`config.mk`:
```
export PLATFORM = sky130hd
export DESIGN_NAME = apb_sysbus_arbiter_flat
export DESIGN_NICKNAME = d
export VERILOG_FILES = /design/src/rtl/apb_arb_pkg.sv /design/src/rtl/apb_sysbus_arbiter_if.sv /design/src/rtl/apb_rr_pick.sv /design/src/rtl/apb_sysbus_arbiter.sv /design/src/flat_wrapper.sv
export SDC_FILE = /design/constraint.sdc
export NUM_CORES = 1
export LEC_CHECK = 0
export ABC_AREA = 1
export BUFFER_PORTS_ARGS = -buffer_cell sky130_fd_sc_hd__buf_4
export CAP_MARGIN = 20
export CORE_MARGIN = 3
export CORE_UTILIZATION = 43
export DETAILED_ROUTE_END_ITERATION = 7
export PLACE_DENSITY = 0.81
export SLEW_MARGIN = 20
export SYNTH_ARGS = -nofsm -noshare
export SYNTH_HDL_FRONTEND = slang
export SYNTH_HIERARCHICAL = 1
export SYNTH_SLANG_ARGS = --single-unit
```
`constraint.sdc`:
```
create_clock -name PCLK -period 2.5 [get_ports PCLK]
set_input_delay 0.125 -clock PCLK [delete_from_list [all_inputs] [get_ports PCLK]]
set_output_delay 0.125 -clock PCLK [all_outputs]
set_load 0.1 [all_outputs]
```
`src/rtl/apb_arb_pkg.sv`:
```
// Shared types and system_bus field layout for the APB system_bus arbiter.
// The lock option in the other files is enabled by defining APB_ARB_LOCK_EN.
package apb_arb_pkg;

    typedef enum logic [1:0] {IDLE, ISSUE, WAIT, DONE} arb_state_t;

    localparam int SYSBUS_W  = 21;
    localparam int DATA_W    = 8;
    localparam int ADDR_W    = 8;
    localparam int START_BIT = 20;
    localparam int WRITE_BIT = 19;
    localparam int ADDR_MSB  = 18;
    localparam int ADDR_LSB  = 11;
    localparam int WDATA_MSB = 10;
    localparam int WDATA_LSB = 3;
    localparam int TAG_MSB   = 2;
    localparam int TAG_LSB   = 0;
    localparam int LOCK_MAX  = 4;

    function automatic logic [SYSBUS_W-1:0] pack_sysbus(
        input logic              start,
        input logic              write,
        input logic [ADDR_W-1:0] addr,
        input logic [DATA_W-1:0] wdata,
        input logic [2:0]        tag
    );
        logic [SYSBUS_W-1:0] w;
        w                      = '0;
        w[START_BIT]           = start;
        w[WRITE_BIT]           = write;
        w[ADDR_MSB:ADDR_LSB]   = addr;
        w[WDATA_MSB:WDATA_LSB] = wdata;
        w[TAG_MSB:TAG_LSB]     = tag;
        return w;
    endfunction

endpackage

```
`src/rtl/apb_sysbus_arbiter_if.sv`:
```
// Requester/bridge signal bundle for apb_sysbus_arbiter.
// req_lock exists only when APB_ARB_LOCK_EN is defined.
interface apb_sysbus_arbiter_if import apb_arb_pkg::*; #(
    parameter int N_REQ = 4
);
    logic [N_REQ-1:0]        req;
    logic [N_REQ-1:0]        req_write;
    logic [N_REQ*ADDR_W-1:0] req_addr;
    logic [N_REQ*DATA_W-1:0] req_wdata;
`ifdef APB_ARB_LOCK_EN
    logic [N_REQ-1:0]        req_lock;
`endif
    logic [N_REQ-1:0]        gnt;
    logic [N_REQ-1:0]        done;
    logic [DATA_W-1:0]       rdata;
    logic                    busy;
    logic [SYSBUS_W-1:0]     sysbus;
    logic [DATA_W-1:0]       PRDATA;

`ifdef APB_ARB_LOCK_EN
    modport master (output req, req_write, req_addr, req_wdata, req_lock, PRDATA,
                    input  gnt, done, rdata, busy, sysbus);
    modport slave  (input  req, req_write, req_addr, req_wdata, req_lock, PRDATA,
                    output gnt, done, rdata, busy, sysbus);
`else
    modport master (output req, req_write, req_addr, req_wdata, PRDATA,
                    input  gnt, done, rdata, busy, sysbus);
    modport slave  (input  req, req_write, req_addr, req_wdata, PRDATA,
                    output gnt, done, rdata, busy, sysbus);
`endif

endinterface

```
`src/rtl/apb_rr_pick.sv`:
```
// Combinational round-robin picker: first set request at or after ptr, wrapping.
module apb_rr_pick #(
    parameter int N_REQ = 4,
    parameter int IDX_W = 2
) (
    input  logic [N_REQ-1:0] req,
    input  logic [IDX_W-1:0] ptr,
    output logic [N_REQ-1:0] win_oh,
    output logic [IDX_W-1:0] win_idx
);
    always_comb begin
        int               j;
        logic [IDX_W-1:0] jj;
        logic             found;
        win_oh  = '0;
        win_idx = '0;
        found   = 1'b0;
        for (int k = 0; k < N_REQ; k++) begin
            j = int'(ptr) + k;
            if (j >= N_REQ) j = j - N_REQ;
            jj = IDX_W'(j);
            if (!found && req[jj]) begin
                found      = 1'b1;
                win_oh[jj] = 1'b1;
                win_idx    = jj;
            end
        end
    end
endmodule

```
`src/rtl/apb_sysbus_arbiter.sv`:
```
// Round-robin arbiter/sequencer sharing one PREADY-less APB bridge system_bus.
// Define APB_ARB_LOCK_EN to add req_lock back-to-back access (bounded by LOCK_MAX).
module apb_sysbus_arbiter import apb_arb_pkg::*; #(
    parameter int N_REQ       = 4,
    parameter int XFER_CYCLES = 2
) (
    input logic                 PCLK,
    input logic                 RESET,
    apb_sysbus_arbiter_if.slave bus
);
    localparam int IDX_W = $clog2(N_REQ);

    arb_state_t           state_q, state_d;
    logic [IDX_W-1:0]     ptr_q, win_idx_q, pick_idx, latch_idx;
    logic [N_REQ-1:0]     win_oh_q, pick_oh, latch_oh;
    logic [3:0]           cnt_q;
    logic                 h_write;
    logic [ADDR_W-1:0]    h_addr;
    logic [DATA_W-1:0]    h_wdata;
    logic [DATA_W-1:0]    rdata_q;
    logic                 latch_en, ptr_adv, rd_cap;
    logic [N_REQ-1:0]     gnt, done;
    logic [SYSBUS_W-1:0]  sysbus;
`ifdef APB_ARB_LOCK_EN
    logic [2:0]           lock_cnt_q;
    logic                 lock_keep;
`endif

    apb_rr_pick #(.N_REQ(N_REQ), .IDX_W(IDX_W)) u_pick (
        .req     (bus.req),
        .ptr     (ptr_q),
        .win_oh  (pick_oh),
        .win_idx (pick_idx)
    );

    always_ff @(posedge PCLK) begin
        if (RESET) begin
            state_q   <= IDLE;
            ptr_q     <= '0;
            win_idx_q <= '0;
            win_oh_q  <= '0;
            cnt_q     <= '0;
            rdata_q   <= '0;
`ifdef APB_ARB_LOCK_EN
            lock_cnt_q <= '0;
`endif
        end else begin
            state_q <= state_d;
            if (latch_en) begin
                win_idx_q <= latch_idx;
                win_oh_q  <= latch_oh;
            end
            if (state_q == ISSUE)
                cnt_q <= 4'(XFER_CYCLES);
            else if (state_q == WAIT)
                cnt_q <= cnt_q - 4'd1;
            if (ptr_adv)
                ptr_q <= (win_idx_q == IDX_W'(N_REQ - 1)) ? '0 : win_idx_q + IDX_W'(1);
            if (rd_cap)
                rdata_q <= bus.PRDATA;
`ifdef APB_ARB_LOCK_EN
            if (lock_keep)
                lock_cnt_q <= lock_cnt_q + 3'd1;
            else if (ptr_adv)
                lock_cnt_q <= '0;
`endif
        end
    end

    // Holding registers snapshot the winner's fields; nothing observes them outside a grant.
    always_ff @(posedge PCLK) begin
        if (latch_en) begin
            h_write <= bus.req_write[latch_idx];
            h_addr  <= bus.req_addr[latch_idx*ADDR_W +: ADDR_W];
            h_wdata <= bus.req_wdata[latch_idx*DATA_W +: DATA_W];
        end
    end

    always_comb begin
        state_d   = state_q;
        latch_en  = 1'b0;
        latch_idx = pick_idx;
        latch_oh  = pick_oh;
        ptr_adv   = 1'b0;
        rd_cap    = 1'b0;
        gnt       = '0;
        done      = '0;
        sysbus    = '0;
`ifdef APB_ARB_LOCK_EN
        lock_keep = 1'b0;
`endif
        case (state_q)
            IDLE: begin
                if (|bus.req) begin
                    latch_en = 1'b1;
                    state_d  = ISSUE;
                end
            end
            ISSUE: begin
                gnt     = win_oh_q;
                sysbus  = pack_sysbus(1'b1, h_write, h_addr, h_wdata, 3'(win_idx_q));
                state_d = WAIT;
            end
            WAIT: begin
                gnt    = win_oh_q;
                sysbus = pack_sysbus(1'b0, h_write, h_addr, h_wdata, 3'(win_idx_q));
                if (cnt_q <= 4'd1) state_d = DONE;
            end
            DONE: begin
                gnt     = win_oh_q;
                done    = win_oh_q;
                sysbus  = pack_sysbus(1'b0, h_write, h_addr, h_wdata, 3'(win_idx_q));
                rd_cap  = ~h_write;
                ptr_adv = 1'b1;
                state_d = IDLE;
`ifdef APB_ARB_LOCK_EN
                // Locked winner re-issues directly; the run is capped at LOCK_MAX transfers.
                if (bus.req_lock[win_idx_q] && bus.req[win_idx_q] &&
                    lock_cnt_q < 3'(LOCK_MAX - 1)) begin
                    lock_keep = 1'b1;
                    ptr_adv   = 1'b0;
                    latch_en  = 1'b1;
                    latch_idx = win_idx_q;
                    latch_oh  = win_oh_q;
                    state_d   = ISSUE;
                end
`endif
            end
            default: state_d = IDLE;
        endcase
    end

    assign bus.gnt    = gnt;
    assign bus.done   = done;
    assign bus.sysbus = sysbus;
    assign bus.rdata  = rdata_q;
    assign bus.busy   = (state_q != IDLE);

endmodule

```
`src/flat_wrapper.sv`:
```
// flat-port wrapper written by rule: the top's interface ports become plain ports
module apb_sysbus_arbiter_flat import apb_arb_pkg::*;
#(
    parameter int N_REQ       = 4,
    parameter int XFER_CYCLES = 2
)
  (PCLK, RESET, bus_req, bus_req_write, bus_req_addr, bus_req_wdata, bus_PRDATA, bus_gnt, bus_done, bus_rdata, bus_busy, bus_sysbus);
  apb_sysbus_arbiter_if #(.N_REQ(N_REQ)) bus_i ();
  input logic PCLK;
  input logic RESET;
  input wire logic [$bits(bus_i.req)-1:0] bus_req;
  input wire logic [$bits(bus_i.req_write)-1:0] bus_req_write;
  input wire logic [$bits(bus_i.req_addr)-1:0] bus_req_addr;
  input wire logic [$bits(bus_i.req_wdata)-1:0] bus_req_wdata;
  input wire logic [$bits(bus_i.PRDATA)-1:0] bus_PRDATA;
  output wire logic [$bits(bus_i.gnt)-1:0] bus_gnt;
  output wire logic [$bits(bus_i.done)-1:0] bus_done;
  output wire logic [$bits(bus_i.rdata)-1:0] bus_rdata;
  output wire logic [$bits(bus_i.busy)-1:0] bus_busy;
  output wire logic [$bits(bus_i.sysbus)-1:0] bus_sysbus;
  assign bus_i.req = bus_req;
  assign bus_i.req_write = bus_req_write;
  assign bus_i.req_addr = bus_req_addr;
  assign bus_i.req_wdata = bus_req_wdata;
  assign bus_i.PRDATA = bus_PRDATA;
  assign bus_gnt = bus_i.gnt;
  assign bus_done = bus_i.done;
  assign bus_rdata = bus_i.rdata;
  assign bus_busy = bus_i.busy;
  assign bus_sysbus = bus_i.sysbus;
  apb_sysbus_arbiter #(.N_REQ(N_REQ), .XFER_CYCLES(XFER_CYCLES)) u_core (.PCLK(PCLK), .RESET(RESET), .bus(bus_i));
endmodule
```
==> summary.md <==
| Metric | Value |
|---|---|
| Status | completed |
| Setup TNS | 0 ns |
| CP max-delay cell | ha_1 |
| Utilization after layout | 0.6544 |
| Dpl hpwl | 5792 um |
| Synthesized flop and latch total | 39 |
| DIE AREA | 7078 sq um |
| Synth Cell Area | 2625 sq um |
| Clock share of power | 0.081 |
| CP Data Required Time | 2.54 ns |
| Comb pwr share | 0.696 |
| Residual DRC | 0 |
| Final nets | 589 |
| GPL Wtd Cong | 0.8641 |
| Post-synth cell types | 32 |
| DR vias | 2863 |
| Avg WL per Cell | 13.42 um |
| Clk sinks | 39 |
| Worst path cell trace | inv_2 -> ha_1 -> inv_1 -> nand3_1 -> nand2_1 -> nor2_4 -> a21oi_1 -> nand3_2 -> buf_6 -> o21ai_0 -> o22ai_1 |
| Power per Cell Area | 1402 nW/um^2 |
| Layout Area Growth over Synthesis | 42.33% |
| Initial DRC Count | 146 |
| Reg power frac | 0.224 |
| Endpoints failing hold | 0 |
| First-pass GRT wire length | 11880 um |
| CTS Buffer Depth | 2 |
| VDD IR max | 768.4 uV |
| CTS root buffer | clkbuf_8 |
| Post-Route WL | 7607 um |
| Rows | 27 |
| Die height | 84.13 um |
| Max stage delay on crit path | 0.37 ns |
| TritonCTS Buffers | 5 |
| Sw Pwr | 3.032 mW |
| Final setup viols | 0 |
| DR vias/cell | 5.049 |
| Die Wd | 84.13 um |
| Worst path arrival time | 2.36 ns |
| Vias in the first global route | 2753 |
| Max Cap Viol | 0 |
| Port bufs | 118 |
| Average cell area after synthesis | 7.038 sq um |
| Core ar. | 5709 sq um |
| Worst skew pair latency | 0.29 ns |
| Critical path startpoint category | register |
| Switching part of the total power | 0.5788 |
| Commonest cells after routing, fill and taps aside | buf_4, nor2_1, inv_1 |
| ANT cells | 0 |
| CP bufs+invs | 3 |
| Leakage | 1.873 nW |
| Slew Limit Fails | 0 |
| Syn Inst Count | 373 |
| CTS H-Tree Depth | 2 |
| Initial antenna violation count | 0 |
| Critical path capture point type | register |
| WS Path Type | reg2reg |
| Final ANT Viol Nets | 0 |
| I/O pins | 120 |
| Layout cells sized above 1 | 0.3434 |
| Starting Density | 0.4598 |
| # hold bufs at CTS | 0 |
| Gr usage total | 0.2022 |
| Commonest non-fill, non-tap cell in the layout | buf_4 |
| Ys Warns | 6 |
| Worst Clk Skew | 0.004508 ns |
| Final period util | 0.9301 |
| Crit path time final | 2.325 ns |
| Power Internal | 2.207 mW |
| Worst hold path type | in2reg |
| Pre-antenna DRT Iters | 4 |
| Syn Nets | 468 |
| Clock Pin Slew Worst Setup and Hold Paths | 0.07 ns |
| Crit-path leading delay family | compound AO/OA/AOI/OAI gates |
| Pwr Total | 5.239 mW |
| Largest net degree at the start of global routing | 35 |
| Worst Path Max Fanout | 22 |
| Sequential area share after synthesis | 0.3622 |
| Remaining global-route overflow | 0 |
| CTS tree | built |
| Max Clock Freq | 430.0 MHz |
## worst paths after layout
| kind | endpoint | start | cells after the start | slack, ns |
|---|---|---|---|---|
| min reg2reg | u_core/win_oh_q[1] | u_core/win_oh_q[1] | 2 | 0.51 |
| max reg2reg | u_core/h_write | u_core/ptr_q[0] | 11 | 0.17 |
| max | u_core/h_write | u_core/ptr_q[0] | 11 | 0.17 |
| min | u_core/ptr_q[0] | RESET | 2 | 0.01 |
## worst register-to-register path, cell delays in order, from the launching register on
cell and delay, ns:
dfxtp_1 0.35, inv_2 0.10, ha_1 0.37, inv_1 0.13, nand3_1 0.10, nand2_1 0.12, nor2_4 0.07, a21oi_1 0.16
nand3_2 0.15, buf_6 0.20, o21ai_0 0.21, o22ai_1 0.11
## cell families (layout without fill, tap and decap cells)
logic type,count (synthesis),in the layout,synth area share
AOI/OAI and AO/OA,85,85,0.1807
and+or+nand+nor,167,167,0.2831
other,1,1,0.001429
DFF,39,39,0.3622
buffers and inverters,68,190,0.1106
adders and majority gates,13,13,0.06197
## synthesized netlist by cell type
library cell,number,area (sq um)
o21ai_0,49,245.2
inv_2,4,15.01
clkbuf_2,1,5.000
and3_1,1,6.260
buf_6,3,33.78
nand3_2,1,10.01
nor2_2,2,12.51
nor2_1,97,364.1
conb_1,1,3.750
dfxtp_1,22,440.4
nand3_4,1,17.52
o31ai_4,1,21.27
nor3_1,2,10.01
nor2_4,2,22.52
a21boi_0,4,30.03
nand2_1,26,97.59
or2_2,1,6.260
buf_2,3,15.01
ha_1,13,162.7
inv_1,49,183.9
nand3_1,18,90.09
a21oi_1,12,60.06
o22ai_1,17,106.4
edfxtp_1,17,510.5
nand4_1,6,37.54
nor3b_1,1,7.510
buf_4,2,15.01
a31oi_1,1,6.260
nand2_4,1,11.26
o21ai_1,1,5.000
nand2_2,8,50.05
clkbuf_1,6,22.52
## state kept, by name (all words and copies together) (netlist names)
signal            flops
u_core/state_q        2
u_core/h_write        1
u_core/win_idx_q      2
u_core/h_wdata        8
u_core/win_oh_q       4
u_core/bus.rdata      8
u_core/ptr_q          2
u_core/cnt_q          4
u_core/h_addr         8
## routing by layer
metal / GRT usage / share of wire
met5: 0 / 0
met4: 0.06287 / 0.014
met2: 0.3831 / 0.52
met1: 0.2234 / 0.40
met3: 0.04220 / 0.061
## power groups by stage
stage	clock network, mW	registers [mW]	logic (mW)
floorplan	0	1.30	2.65
global placement	0	1.17	3.45
detailed placement	0	1.19	3.53
CTS	0.433	1.17	3.54
global route	0.458	1.20	3.93
finish	0.423	1.17	3.64
## metrics by stage
step / hold slack [ns] / cells / worst slack, ns / area [sq um]
after floorplan: 0.1974 / 373 / -0.03059 / 2650
after global placement: 0.3178 / 555 / 0.2905 / 3600
after detailed placement: 0.3091 / 555 / 0.1390 / 3600
after CTS: 0.003517 / 563 / 0.1208 / 3684
after global routing: 0.005426 / 567 / -0.001512 / 3736
final: 0.01075 / 567 / 0.1747 / 3736
## what timing repair did
| action | 4_1_cts | 5_1_grt |
|---|---|---|
| buffers inserted | 0 | 2 |
| gates resized for setup | 0 | 10 |
| endpoints found under the setup margin | 0 | 17 |
| hold endpoints to repair | 0 | 0 |
## area by class of cell
class | count | area [sq um]
Fill cell | 508 | 1973
Tap cell | 72 | 90.09
Inverter | 53 | 205.2
Timing Repair Buffer | 127 | 969.7
Timing Repair inverter | 2 | 12.51
Multi-Input combinational cell | 266 | 1424
Sequential cell | 39 | 950.9
Clock buffer | 6 | 72.57
Clock inverter | 2 | 11.26
Power figures use the tool's default switching activity.
